===== config.mk =====
export PLATFORM = sky130hd
export DESIGN_NAME = mem_access_ctrl
export DESIGN_NICKNAME = d
export VERILOG_FILES = /design/src/rtl/mem_access_ctrl.sv
export SDC_FILE = /design/constraint.sdc
export NUM_CORES = 1
export LEC_CHECK = 0
export ABC_CLOCK_PERIOD_IN_PS = 2700
export BUFFER_PORTS_ARGS = -buffer_cell sky130_fd_sc_hd__buf_2
export CORE_MARGIN = 10
export CORE_UTILIZATION = 51
export DETAILED_ROUTE_END_ITERATION = 8
export GPL_ROUTABILITY_DRIVEN = 1
export PLACE_DENSITY = 0.8
export SYNTH_ARGS = -nofsm -noshare
export SYNTH_HDL_FRONTEND = slang
export SYNTH_SLANG_ARGS = --single-unit

===== constraint.sdc =====
create_clock -name clk -period 2.7 [get_ports clk]
set_input_delay 0.54 -clock clk [delete_from_list [all_inputs] [get_ports clk]]
set_output_delay 0.54 -clock clk [all_outputs]
set_load 0.005 [all_outputs]

===== src/rtl/mem_access_ctrl.sv =====
// mem_access_ctrl: sequences decode loads/stores onto a req/ack word bus.
// `define MEM_TIMEOUT_EN to abort transfers stuck for TIMEOUT_CYCLES.
module mem_access_ctrl #(
    parameter int ADDR_W         = 32,
    parameter int TIMEOUT_CYCLES = 255
) (
    input  logic              clk,
    input  logic              reset,
    input  logic              start,
    input  logic              mem_read,
    input  logic              mem_write,
    input  logic [1:0]        mem_access_size,
    input  logic              mem_access_signed,
    input  logic [ADDR_W-1:0] addr,
    input  logic [31:0]       st_data_hi,
    input  logic [31:0]       st_data_lo,
    input  logic [4:0]        rd,
    output logic              busy,
    output logic              mem_req,
    output logic              mem_we,
    output logic [ADDR_W-1:0] mem_addr,
    output logic [3:0]        mem_be,
    output logic [31:0]       mem_wdata,
    input  logic              mem_ack,
    input  logic [31:0]       mem_rdata,
    output logic              wb_valid,
    output logic [4:0]        wb_rd,
    output logic [31:0]       wb_data,
    output logic              done,
    output logic              align_trap,
    output logic              bus_err
);

    localparam logic [1:0] SZ_B = 2'b00;
    localparam logic [1:0] SZ_H = 2'b01;
    localparam logic [1:0] SZ_W = 2'b10;
    localparam logic [1:0] SZ_D = 2'b11;

`ifdef MEM_TIMEOUT_EN
    localparam bit TO_EN = 1'b1;
`else
    localparam bit TO_EN = 1'b0;
`endif

    localparam int CNT_W =
        ($clog2(TIMEOUT_CYCLES + 1) > 8) ? $clog2(TIMEOUT_CYCLES + 1) : 8;
    localparam logic [CNT_W-1:0] TO_VAL = CNT_W'(TIMEOUT_CYCLES);

    typedef enum logic [1:0] {
        IDLE = 2'd0,
        ACC1 = 2'd1,
        ACC2 = 2'd2,
        FIN  = 2'd3
    } state_t;

    state_t            state_q, state_d;
    logic              busy_q, busy_d;
    logic              mem_req_q, mem_req_d;
    logic              mem_we_q, mem_we_d;
    logic [ADDR_W-1:0] mem_addr_q, mem_addr_d;
    logic [3:0]        mem_be_q, mem_be_d;
    logic [31:0]       mem_wdata_q, mem_wdata_d;
    logic              wb_valid_q, wb_valid_d;
    logic [4:0]        wb_rd_q, wb_rd_d;
    logic [31:0]       wb_data_q, wb_data_d;
    logic              done_q, done_d;
    logic              align_trap_q, align_trap_d;
    logic              bus_err_q, bus_err_d;

    logic              is_ld_q, is_ld_d;
    logic [1:0]        size_q, size_d;
    logic              sgn_q, sgn_d;
    logic [1:0]        off_q, off_d;
    logic [4:0]        rd_q, rd_d;
    logic [31:0]       st_lo_q, st_lo_d;
    logic [CNT_W-1:0]  cnt_q, cnt_d;

    function automatic logic [3:0] lane_be(input logic [1:0] sz,
                                           input logic [1:0] off);
        unique case (sz)
            SZ_B:    lane_be = 4'b1000 >> off;
            SZ_H:    lane_be = off[1] ? 4'b0011 : 4'b1100;
            default: lane_be = 4'b1111;
        endcase
    endfunction

    // Big-endian: byte offset 0 lives in bits 31:24
    function automatic logic [31:0] lane_wdata(input logic [1:0]  sz,
                                               input logic [1:0]  off,
                                               input logic [31:0] d);
        unique case (sz)
            SZ_B:    lane_wdata = {24'b0, d[7:0]} << {~off, 3'b000};
            SZ_H:    lane_wdata = off[1] ? {16'b0, d[15:0]}
                                         : {d[15:0], 16'b0};
            default: lane_wdata = d;
        endcase
    endfunction

    function automatic logic [31:0] load_ext(input logic [1:0]  sz,
                                             input logic        sgn,
                                             input logic [1:0]  off,
                                             input logic [31:0] r);
        logic [31:0] sh;
        logic [15:0] hw;
        sh = r >> {~off, 3'b000};
        hw = off[1] ? r[15:0] : r[31:16];
        unique case (sz)
            SZ_B:    load_ext = {{24{sgn & sh[7]}}, sh[7:0]};
            SZ_H:    load_ext = {{16{sgn & hw[15]}}, hw};
            default: load_ext = r;
        endcase
    endfunction

    function automatic logic misaligned(input logic [1:0] sz,
                                        input logic [2:0] a,
                                        input logic       ld,
                                        input logic       rd0);
        unique case (sz)
            SZ_B:    misaligned = 1'b0;
            SZ_H:    misaligned = a[0];
            SZ_W:    misaligned = |a[1:0];
            default: misaligned = (|a) | (ld & rd0);
        endcase
    endfunction

    always_comb begin
        state_d      = state_q;
        mem_req_d    = mem_req_q;
        mem_we_d     = mem_we_q;
        mem_addr_d   = mem_addr_q;
        mem_be_d     = mem_be_q;
        mem_wdata_d  = mem_wdata_q;
        wb_valid_d   = 1'b0;
        wb_rd_d      = wb_rd_q;
        wb_data_d    = wb_data_q;
        done_d       = 1'b0;
        align_trap_d = 1'b0;
        bus_err_d    = 1'b0;
        is_ld_d      = is_ld_q;
        size_d       = size_q;
        sgn_d        = sgn_q;
        off_d        = off_q;
        rd_d         = rd_q;
        st_lo_d      = st_lo_q;
        cnt_d        = cnt_q;

        unique case (state_q)
            IDLE: begin
                if (start) begin
                    is_ld_d = mem_read;
                    size_d  = mem_access_size;
                    sgn_d   = mem_access_signed;
                    off_d   = addr[1:0];
                    rd_d    = rd;
                    st_lo_d = st_data_lo;
                    if (mem_read == mem_write) begin
                        state_d = FIN;
                        done_d  = 1'b1;
                    end else if (misaligned(mem_access_size, addr[2:0],
                                            mem_read, rd[0])) begin
                        align_trap_d = 1'b1;
                        done_d       = 1'b1;
                    end else begin
                        state_d     = ACC1;
                        mem_req_d   = 1'b1;
                        mem_we_d    = mem_write;
                        mem_addr_d  = {addr[ADDR_W-1:2], 2'b00};
                        mem_be_d    = lane_be(mem_access_size, addr[1:0]);
                        mem_wdata_d = lane_wdata(mem_access_size, addr[1:0],
                                                 st_data_hi);
                        cnt_d       = '0;
                    end
                end
            end
            ACC1, ACC2: begin
                if (mem_ack) begin
                    if (is_ld_q) begin
                        wb_valid_d = 1'b1;
                        wb_rd_d    = (state_q == ACC2) ? (rd_q | 5'd1) : rd_q;
                        wb_data_d  = load_ext(size_q, sgn_q, off_q, mem_rdata);
                    end
                    if (state_q == ACC1 && size_q == SZ_D) begin
                        state_d     = ACC2;
                        mem_addr_d  = mem_addr_q + ADDR_W'(4);
                        mem_wdata_d = st_lo_q;
                        cnt_d       = '0;
                    end else begin
                        state_d   = FIN;
                        mem_req_d = 1'b0;
                        done_d    = 1'b1;
                    end
                end else if (TO_EN) begin
                    cnt_d = cnt_q + CNT_W'(1);
                    if (cnt_d == TO_VAL) begin
                        state_d   = IDLE;
                        mem_req_d = 1'b0;
                        bus_err_d = 1'b1;
                        done_d    = 1'b1;
                    end
                end
            end
            FIN: begin
                state_d = IDLE;
            end
        endcase

        busy_d = (state_d != IDLE);
    end

    always_ff @(posedge clk) begin
        if (reset) begin
            state_q      <= IDLE;
            busy_q       <= 1'b0;
            mem_req_q    <= 1'b0;
            mem_we_q     <= 1'b0;
            mem_addr_q   <= '0;
            mem_be_q     <= '0;
            mem_wdata_q  <= '0;
            wb_valid_q   <= 1'b0;
            wb_rd_q      <= '0;
            wb_data_q    <= '0;
            done_q       <= 1'b0;
            align_trap_q <= 1'b0;
            bus_err_q    <= 1'b0;
            is_ld_q      <= 1'b0;
            size_q       <= '0;
            sgn_q        <= 1'b0;
            off_q        <= '0;
            rd_q         <= '0;
            st_lo_q      <= '0;
            cnt_q        <= '0;
        end else begin
            state_q      <= state_d;
            busy_q       <= busy_d;
            mem_req_q    <= mem_req_d;
            mem_we_q     <= mem_we_d;
            mem_addr_q   <= mem_addr_d;
            mem_be_q     <= mem_be_d;
            mem_wdata_q  <= mem_wdata_d;
            wb_valid_q   <= wb_valid_d;
            wb_rd_q      <= wb_rd_d;
            wb_data_q    <= wb_data_d;
            done_q       <= done_d;
            align_trap_q <= align_trap_d;
            bus_err_q    <= bus_err_d;
            is_ld_q      <= is_ld_d;
            size_q       <= size_d;
            sgn_q        <= sgn_d;
            off_q        <= off_d;
            rd_q         <= rd_d;
            st_lo_q      <= st_lo_d;
            cnt_q        <= cnt_d;
        end
    end

    assign busy       = busy_q;
    assign mem_req    = mem_req_q;
    assign mem_we     = mem_we_q;
    assign mem_addr   = mem_addr_q;
    assign mem_be     = mem_be_q;
    assign mem_wdata  = mem_wdata_q;
    assign wb_valid   = wb_valid_q;
    assign wb_rd      = wb_rd_q;
    assign wb_data    = wb_data_q;
    assign done       = done_q;
    assign align_trap = align_trap_q;
    assign bus_err    = bus_err_q;

endmodule

==> results.cfg, run 1 <==
[critical_path]
end_kind = register
crit_chain = inv_1 > ha_4 > buf_4 > nor2_1 > a222oi_1 > a211oi_1
r2r_cells = 6
path_max_fanout = 44
start_kind = register
reg2reg_setup_slack_ps = 330
worst_ep_required_time_ps = 2970
cp_data_arrival_time_ps = 2650
path_class = register to register
slowest_delay_ps = 500
reg2reg_from = state_q[0]$_SDFF_PP0_
critical_path.slowest_cell = a222oi_1
timing.rr.end = mem_wdata[9]$_SDFFE_PP0P_

[clocking]
cts-hold-fix-buffers = 0
clock_path_buffers = 2
clkSlewWorstSetupHoldPaths_ps = 60
numCtsBuffers = 17
clock_latency_ps = 420
cts_tree = built
cts_setup_buffers = 0
cts_sinks = 154
cts_resized = 0
htreeDepth = 4
cts-root-buf = clkbuf_16

[run]
maxCapViolations = 0

[place]
postPlaceCellArea_um2 = 8830
numPortBuffers = 250
gp_congestion = 0.910
hpwl_um = 18400

[timing]
relSlewSlack_pct = 54.3
fin_crit_sh_pct = 87.9
setup_viol = 0
slew_viol_final = 0
finClkSkew_ps = 7.48
clock.fmax_mhz = 422
hold_viol = 0
rsz0062_at_grt = no
setup_tns_ps = 0
period_needed_ps = 2370
worstMarginPinSlew_ps = 686

[min_path]
hold_start = st_data_lo[10]
hold_end = st_lo_q[10]$_SDFFE_PP0P_
hold_class = primary input to register
hold_path_depth = 3

[logic_synthesis]
synth_seq_cells = 154
synth.distinct_cells = 66
ys_async_sr_fraction_pct = 0
ys_warn_count = 0
ys_seq_area_share_pct = 41.3
synth_area_per_cell_um2 = 7.84
synth_edf_count = 0
synthFlopType = dfxtp_1
syn_area_um2 = 7460
syn_inst = 951

[pwr]
p_switching_mw = 3.74
switching_share_pct = 40.2
p_leak_nw = 3.94
seqPwrFrac_pct = 33.4
power_density_nw_per_um2 = 990
p_int_mw = 5.58
ir_drop_uv = 806
p_clk_share_pct = 25.5
pwr-share-comb_pct = 41.0

[detailed_routing]
dr.pass1.iters = 7
wirelength_um = 25700
wl_per_cell_um = 18.8
vias = 8119
drc = 0
routed_via_density = 5.95
postRouteAntennaNets = 0
drt_iter0_drc = 841

[layout]
drive_gt1_share_pct = 28.3
final_common_cell = buf_2
fin_area_um2 = 9420
multi_input_area_um2 = 3980
layout-area-overhead-vs-synth_pct = 26.3
n_fill_cell = 1287
layout.nets = 1314
layout_common_cells = 249 x buf_2, 196 x nand2_1, 154 x dfxtp_1
regArea_um2 = 3080

[global_routing]
grt_usage_pct = 24.5
grt_pass1_wl_um = 40500
grt_max_degree = 71
grt-ovfl-total = 0
grt_pass1_vias = 7767
antenna_found_initial = 1

[floorplan]
coreArea_um2 = 14400
initial_utilization_pct = 51.7
die_w_um = 141
num_io_pins = 254
placementRows = 44
die_h_um = 141
die_area_um2 = 19900

[run_status]
status = finished, final reports clean
[worst max path at each step]
stage                     slack [ps]                         to                  start  cells past startpoint
after floorplan                  550  mem_addr[25]$_SDFFE_PP0P_  state_q[0]$_SDFF_PP0_                      7
after global placement           300  mem_addr[17]$_SDFFE_PP0P_     mem_access_size[1]                      7
after detailed placement         280  mem_addr[19]$_SDFFE_PP0P_     mem_access_size[1]                      7
after CTS                        360  mem_addr[14]$_SDFFE_PP0P_  state_q[0]$_SDFF_PP0_                      8
after global routing             140  mem_addr[31]$_SDFFE_PP0P_  state_q[0]$_SDFF_PP0_                      8
final                            330  mem_wdata[9]$_SDFFE_PP0P_  state_q[0]$_SDFF_PP0_                      6
[layout make-up]
class	instances	area share, %
tap	184	2.44
sequential	154	32.7
clock buffer	19	4.70
inverter	16	0.638
antenna	1	0.0266
timing repair buffer	278	15.7
multi-input combinational	699	42.3
clock inverter	13	1.53
[per-layer routing]
| layer | vias up | global-route usage [%] | part of all wire, % | wire, µm |
|---|---|---|---|---|
| li1 | 3885 | - | - | - |
| met1 | 3709 | 30.9 | 40 | 10200 |
| met2 | 470 | 38.1 | 46 | 11900 |
| met3 | 55 | 8.20 | 11 | 2830 |
| met4 | 0 | 9.13 | 2.8 | 714 |
| met5 | - | 0 | 0 | 0 |
[worst max-delay path, delay by kind of cell (launching register included)]
family	cells	cell delay (ps)
flip-flops	1	390
adder cells (fa/ha/maj)	1	350
buffers and inverters	2	530
AO/OA/AOI/OAI	2	660
AND/OR/NAND/NOR	1	270
[power groups by stage]
stage,combinational (mW),sequential [mW],clock [mW]
after floorplan,2.56,3.10,0
after global placement,3.74,3.14,0
after detailed placement,3.79,3.16,0
after CTS,3.82,3.11,2.40
after global routing,4.24,3.17,2.50
final,3.83,3.12,2.38
[sequential cells by signal (all words and copies together), names as in the netlist, 2 cells and up]
| register | count |
|---|---|
| wb_data | 32 |
| mem_addr | 30 |
| wb_rd | 5 |
| state_q | 2 |
| size_q | 2 |
| off_q | 2 |
| mem_be | 4 |
| st_lo_q | 32 |
| rd_q | 5 |
| mem_wdata | 32 |
[through the flow]
| step | power (mW) | hold WS, ps | setup slack (ps) | utilization (%) | cells |
|---|---|---|---|---|---|
| after floorplan | 5.66 | 432 | 548 | - | 953 |
| after CTS | 9.32 | 341 | 363 | 65.3 | 1363 |
| after global routing | 9.91 | 352 | 145 | 65.3 | 1363 |
| final | 9.32 | 353 | 328 | 65.3 | 1364 |
| after global placement | 6.88 | 438 | 299 | 61.2 | 1331 |
| after detailed placement | 6.94 | 446 | 279 | 61.2 | 1331 |
[logic make-up after synthesis]
kind of cell,share of synthesized area [%]
compound gates,27.8
xor+xnor,0.235
fa+ha+maj,1.01
buf+inv,5.60
flops,41.3
mux,3.81
other cells,0.0503
simple gates,20.1
[synth_stat cells, types with 4 or more instances]
cell type  instances  share of area [%]
nor2_1            50                2.5
a21oi_1          129                8.7
a221oi_1          17                2.0
a221o_1           10                1.3
buf_4              4               0.40
o21ai_0           68                4.6
nand3_1           19                1.3
a211oi_1          18                1.8
nor4_1             8               0.67
nand2_1          196                9.9
ha_1               6                1.0
and3_1            13                1.1
nand4_1            9               0.75
a222oi_1           8                1.1
nor3_1            16                1.1
a22oi_1            5               0.50
o221ai_1          10                1.2
o2bb2ai_1          4               0.47
a31oi_1            6               0.50
dfxtp_1          154                 41
clkbuf_1          67                3.4
mux2_2             9                1.4
buf_2             10               0.67
and2_1             4               0.34
mux2i_1           16                2.1
a32oi_1            9                1.1
inv_1             14               0.70
nor2b_1           10               0.84
o32ai_1            8               0.94
a22o_1             5               0.59
No activity file was read; power rests on OpenSTA's default activity.
==> inputs of run 2 (changes only) <==
--- a/config.mk
+++ b/config.mk
@@ -5,7 +5,7 @@
 export SDC_FILE = /design/constraint.sdc
 export NUM_CORES = 1
 export LEC_CHECK = 0
-export ABC_CLOCK_PERIOD_IN_PS = 2700
+export ABC_CLOCK_PERIOD_IN_PS = 2600
 export BUFFER_PORTS_ARGS = -buffer_cell sky130_fd_sc_hd__buf_2
 export CORE_MARGIN = 10
 export CORE_UTILIZATION = 51
==> constraint.sdc (replaced) <==
create_clock -name clk -period 2.6 [get_ports clk]
set_input_delay 0.26 -clock clk [delete_from_list [all_inputs] [get_ports clk]]
set_output_delay 0.26 -clock clk [all_outputs]
set_load 0.005 [all_outputs]
==> run 2 against run 1 <==
- count of clock-buffer cells in the layout is 1 higher
- via count hardly changed
- register-to-register slack got worse by 200 ps
- critical path depth is 2 higher
- critical endpoint is now mem_wdata[2]$_SDFFE_PP0P_
- worst hold slack lost 280 ps
- highest routed layer unchanged
- global-route usage increased by 0.17 points
- sequential share of layout area is 0.23 points lower
- sequential cell count unchanged
- clock skew about the same
==> results.cfg, run 2 (synthesized netlist as in run 1, its figures left out) <==
[timing]
setup_tns_ps = 0
fin_crit_sh_pct = 95.2
hold_viol = 0
period_needed_ps = 2470
rsz0062_at_grt = no
relSlewSlack_pct = 56.0
setup_viol = 0
worstMarginPinSlew_ps = 658
finClkSkew_ps = 7.78
clock.fmax_mhz = 404
slew_viol_final = 0

[min_path]
hold_class = primary input to register

[floorplan]
initial_utilization_pct = 51.7
die_area_um2 = 19900
coreArea_um2 = 14400
num_io_pins = 254
die_w_um = 141
die_h_um = 141
placementRows = 44

[clocking]
cts_setup_buffers = 0
htreeDepth = 4
clock_latency_ps = 420
clock_path_buffers = 2
clkSlewWorstSetupHoldPaths_ps = 60
cts-root-buf = clkbuf_16
cts_resized = 0
numCtsBuffers = 17
cts-hold-fix-buffers = 0
cts_tree = built
cts_sinks = 154

[detailed_routing]
postRouteAntennaNets = 0
drc = 0
drt_iter0_drc = 863
dr.pass1.iters = 7
routed_via_density = 5.94
wl_per_cell_um = 18.9
wirelength_um = 25900
vias = 8126

[layout]
regArea_um2 = 3080
layout_common_cells = 249 x buf_2, 196 x nand2_1, 154 x dfxtp_1
fin_area_um2 = 9490
drive_gt1_share_pct = 28.5
layout-area-overhead-vs-synth_pct = 27.2
layout.nets = 1317
final_common_cell = buf_2
multi_input_area_um2 = 3980
n_fill_cell = 1272

[global_routing]
grt_usage_pct = 24.7
antenna_found_initial = 1
grt_max_degree = 54
grt_pass1_vias = 7893
grt-ovfl-total = 0
grt_pass1_wl_um = 40500

[critical_path]
r2r_cells = 8
crit_path_end = mem_wdata[2]$_SDFFE_PP0P_
path_class = register to register
cp.depth = 8
worst_ep_required_time_ps = 2880
reg2reg_from = state_q[1]$_SDFF_PP0_
critical_path.slowest_cell = ha_4
crit_chain = inv_1 > ha_4 > mux2_2 > o21ai_2 > a221o_2 > buf_4 > a221oi_1 > nor3_1
critPathTopFamily = compound AO/OA/AOI/OAI gates
reg2reg_setup_slack_ps = 130
cp_data_arrival_time_ps = 2760
path_max_fanout = 28
start_kind = register
timing.rr.end = mem_wdata[2]$_SDFFE_PP0P_
startpoint = state_q[1]$_SDFF_PP0_
end_kind = register
crit_buf_inv = 2
slowest_delay_ps = 490

[place]
hpwl_um = 18800
numPortBuffers = 250
gp_congestion = 0.933
postPlaceCellArea_um2 = 8860

[run]
maxCapViolations = 0

[pwr]
p_leak_nw = 3.96
ir_drop_uv = 583
power_density_nw_per_um2 = 1040

[run_status]
status = finished, final reports clean
[run 2: cell type report]
class                           count  share of cell area (%)
Tap cell                          184                    2.43
Clock buffer                       20                    4.81
Clock inverter                     12                    1.71
Timing Repair Buffer              281                    15.9
Sequential cell                   154                    32.5
Inverter                           16                   0.633
Antenna cell                        1                  0.0264
Multi-Input combinational cell    699                    42.0
[run 2: how the worst min path moves through the flow]
stage	cells past startpoint	slack (ps)	endpoint	start
final	3	70	st_lo_q[11]$_SDFFE_PP0P_	st_data_lo[11]
after CTS	3	60	st_lo_q[23]$_SDFFE_PP0P_	st_data_lo[23]
after global placement	2	440	wb_data[1]$_SDFFE_PP0P_	wb_data[1]$_SDFFE_PP0P_
after detailed placement	2	440	wb_data[2]$_SDFFE_PP0P_	wb_data[2]$_SDFFE_PP0P_
after floorplan	2	400	rd_q[0]$_SDFFE_PP0P_	rd[0]
after global routing	3	70	st_lo_q[6]$_SDFFE_PP0P_	st_data_lo[6]
[run 2: worst register-to-register path: stages (launching register included)]
cell and delay (ps):
dfxtp_1 380, inv_1 130, ha_4 490, mux2_2 230
o21ai_2 80, a221o_2 410, buf_4 230, a221oi_1 290
nor3_1 90
[run 2: metal layers]
metal  share of wire (%)  GRT usage [%]  vias up
li1                    -              -     3892
met1                  40           30.1     3756
met2                  47           39.4      419
met3                 9.8           7.22       59
met4                 3.0           11.5        0
met5                   0              0        -
[run 2: through the flow]
step                std cells  setup slack [ps]  util, %  power [mW]  hold slack, ps
floorplan                 953               448        -        5.87             396
global placement         1334               294     61.5        7.22             438
detailed placement       1334               210     61.5        7.29             443
CTS                      1366               140     65.8        9.89            55.8
global route             1366              44.6     65.8        10.5            66.0
finish                   1367               125     65.8        9.90            70.3
[run 2: power by group]
group / total, mW / switching (mW) / internal (mW)
clock: 2.60 / 1.03 / 1.57
combinational: 4.05 / 2.50 / 1.55
sequential: 3.25 / 0.400 / 2.85
total: 9.90 / 3.92 / 5.98
==> inputs of run 3 (changes only) <==
==> constraint.sdc (replaced) <==
create_clock -name clk -period 2.6 [get_ports clk]
set_input_delay 0.52 -clock clk [delete_from_list [all_inputs] [get_ports clk]]
set_output_delay 0.52 -clock clk [all_outputs]
set_load 0.005 [all_outputs]
==> run 3 against run 2 <==
- sequential cell count unchanged
- count of clock-buffer cells in the layout rose by 1
- design area fell by 0.74%
- clock power decreased by 10%
- sequential share of layout area grew 0.24 points
- worst hold slack improved by 260 ps
- largest cell class unchanged
==> results.cfg, run 3 (synthesized netlist as in run 1, its figures left out) <==
[detailed_routing]
drt_iter0_drc = 919
drc = 0
wl_met3_um = 2740
met2_wirelength_um = 12300
wl_per_cell_um = 18.9
postRouteAntennaNets = 0
wirelength_um = 25800
top_layer = met4
wl_met1_um = 10300
vias = 8103
dr.pass1.iters = 7
routed_via_density = 5.94

[floorplan]
placementRows = 44
coreArea_um2 = 14400
die_w_um = 141
initial_utilization_pct = 51.7
die_h_um = 141
num_io_pins = 254
die_area_um2 = 19900

[timing]
fin_crit_sh_pct = 87.8
period_needed_ps = 2280
clock.fmax_mhz = 438
setup_viol = 0
setup_tns_ps = 0
finClkSkew_ps = 9.30
worstMarginPinSlew_ps = 690
relSlewSlack_pct = 54.0
rsz0062_at_grt = no
hold_viol = 0
slew_viol_final = 0

[critical_path]
critPathTopFamily = compound AO/OA/AOI/OAI gates
path_class = register to register
crit_chain = inv_1 > ha_4 > mux2_2 > o21ai_2 > a221o_2 > buf_4 > a221oi_1 > nor3_1
cp_data_arrival_time_ps = 2560
slowest_delay_ps = 410
path_max_fanout = 22
start_kind = register
worst_ep_required_time_ps = 2880
end_kind = register
crit_buf_inv = 2
critical_path.slowest_cell = ha_4

[clocking]
clock_path_buffers = 2
cts_resized = 0
numCtsBuffers = 17
cts-hold-fix-buffers = 0
clock_latency_ps = 420
clkSlewWorstSetupHoldPaths_ps = 70
cts_tree = built
cts_sinks = 154
cts_setup_buffers = 0
htreeDepth = 4
cts-root-buf = clkbuf_16

[global_routing]
grt_max_degree = 59
antenna_found_initial = 0
grt_pass1_vias = 7688
grt-ovfl-total = 0
grt_usage_pct = 24.5
grt_pass1_wl_um = 40500

[pwr]
power_density_nw_per_um2 = 1020
p_leak_nw = 3.93
ir_drop_uv = 686

[layout]
fin_area_um2 = 9420
layout_common_cells = 249 x buf_2, 196 x nand2_1, 154 x dfxtp_1
layout-area-overhead-vs-synth_pct = 26.2
insertedDiodeCount = 0
final_common_cell = buf_2
n_fill_cell = 1327
drive_gt1_share_pct = 28.5
layout.nets = 1316

[min_path]
hold_class = primary input to register

[place]
gp_congestion = 0.930
postPlaceCellArea_um2 = 8860
numPortBuffers = 250
hpwl_um = 18900

[run_status]
status = finished, final reports clean

[run]
maxCapViolations = 0
run 3: layer usage:
metal | vias to the layer above | global-route usage (%)
met4 | 0 | 7.23
met5 | - | 0
met2 | 441 | 40.1
met1 | 3731 | 30.1
li1 | 3887 | -
met3 | 44 | 7.76
run 3: through the flow:
step	power [mW]	setup slack, ps	instances	hold WS (ps)	utilization, %
finish	9.62	317	1365	331	65.3
global route	10.2	158	1365	324	65.3
CTS	9.60	324	1365	324	65.3
detailed placement	7.28	315	1333	442	61.4
global placement	7.22	314	1333	438	61.4
floorplan	5.87	448	953	432	-
run 3: final timing paths:
| path | startpoint | endpoint | slack [ps] | cells past startpoint |
|---|---|---|---|---|
| hold / removal | st_data_lo[7] | st_lo_q[7]$_SDFFE_PP0P_ | 330 | 3 |
| setup / recovery | state_q[0]$_SDFF_PP0_ | mem_wdata[7]$_SDFFE_PP0P_ | 320 | 8 |
| hold reg to reg | rd_q[1]$_SDFFE_PP0P_ | wb_rd[1]$_SDFFE_PP0P_ | 450 | 2 |
| setup reg to reg | state_q[0]$_SDFF_PP0_ | mem_wdata[7]$_SDFFE_PP0P_ | 320 | 8 |
run 3: worst register-to-register path: cells and delay by family, from the launching register on:
| kind | cells | cell delay (ps) |
|---|---|---|
| muxes | 1 | 200 |
| AOI/OAI and AO/OA | 3 | 700 |
| and+or+nand+nor | 1 | 100 |
| adders and majority gates | 1 | 410 |
| buffers and inverters | 2 | 370 |
| DFF | 1 | 380 |
run 3: area by class of cell:
| type | instances | area (µm²) | share of cell area, % |
|---|---|---|---|
| Clock buffer | 21 | 470 | 5.00 |
| Clock inverter | 11 | 88.8 | 0.943 |
| Inverter | 16 | 60.1 | 0.638 |
| Multi-Input combinational cell | 699 | 3980 | 42.3 |
| Sequential cell | 154 | 3080 | 32.7 |
| Tap cell | 184 | 230 | 2.44 |
| Timing Repair Buffer | 280 | 1500 | 16.0 |
run 3: report_power, final:
group          switching, mW  internal (mW)  leakage, nW
combinational           2.49           1.55         2.41
clock                   1.02           1.31        0.267
sequential             0.393           2.85         1.25
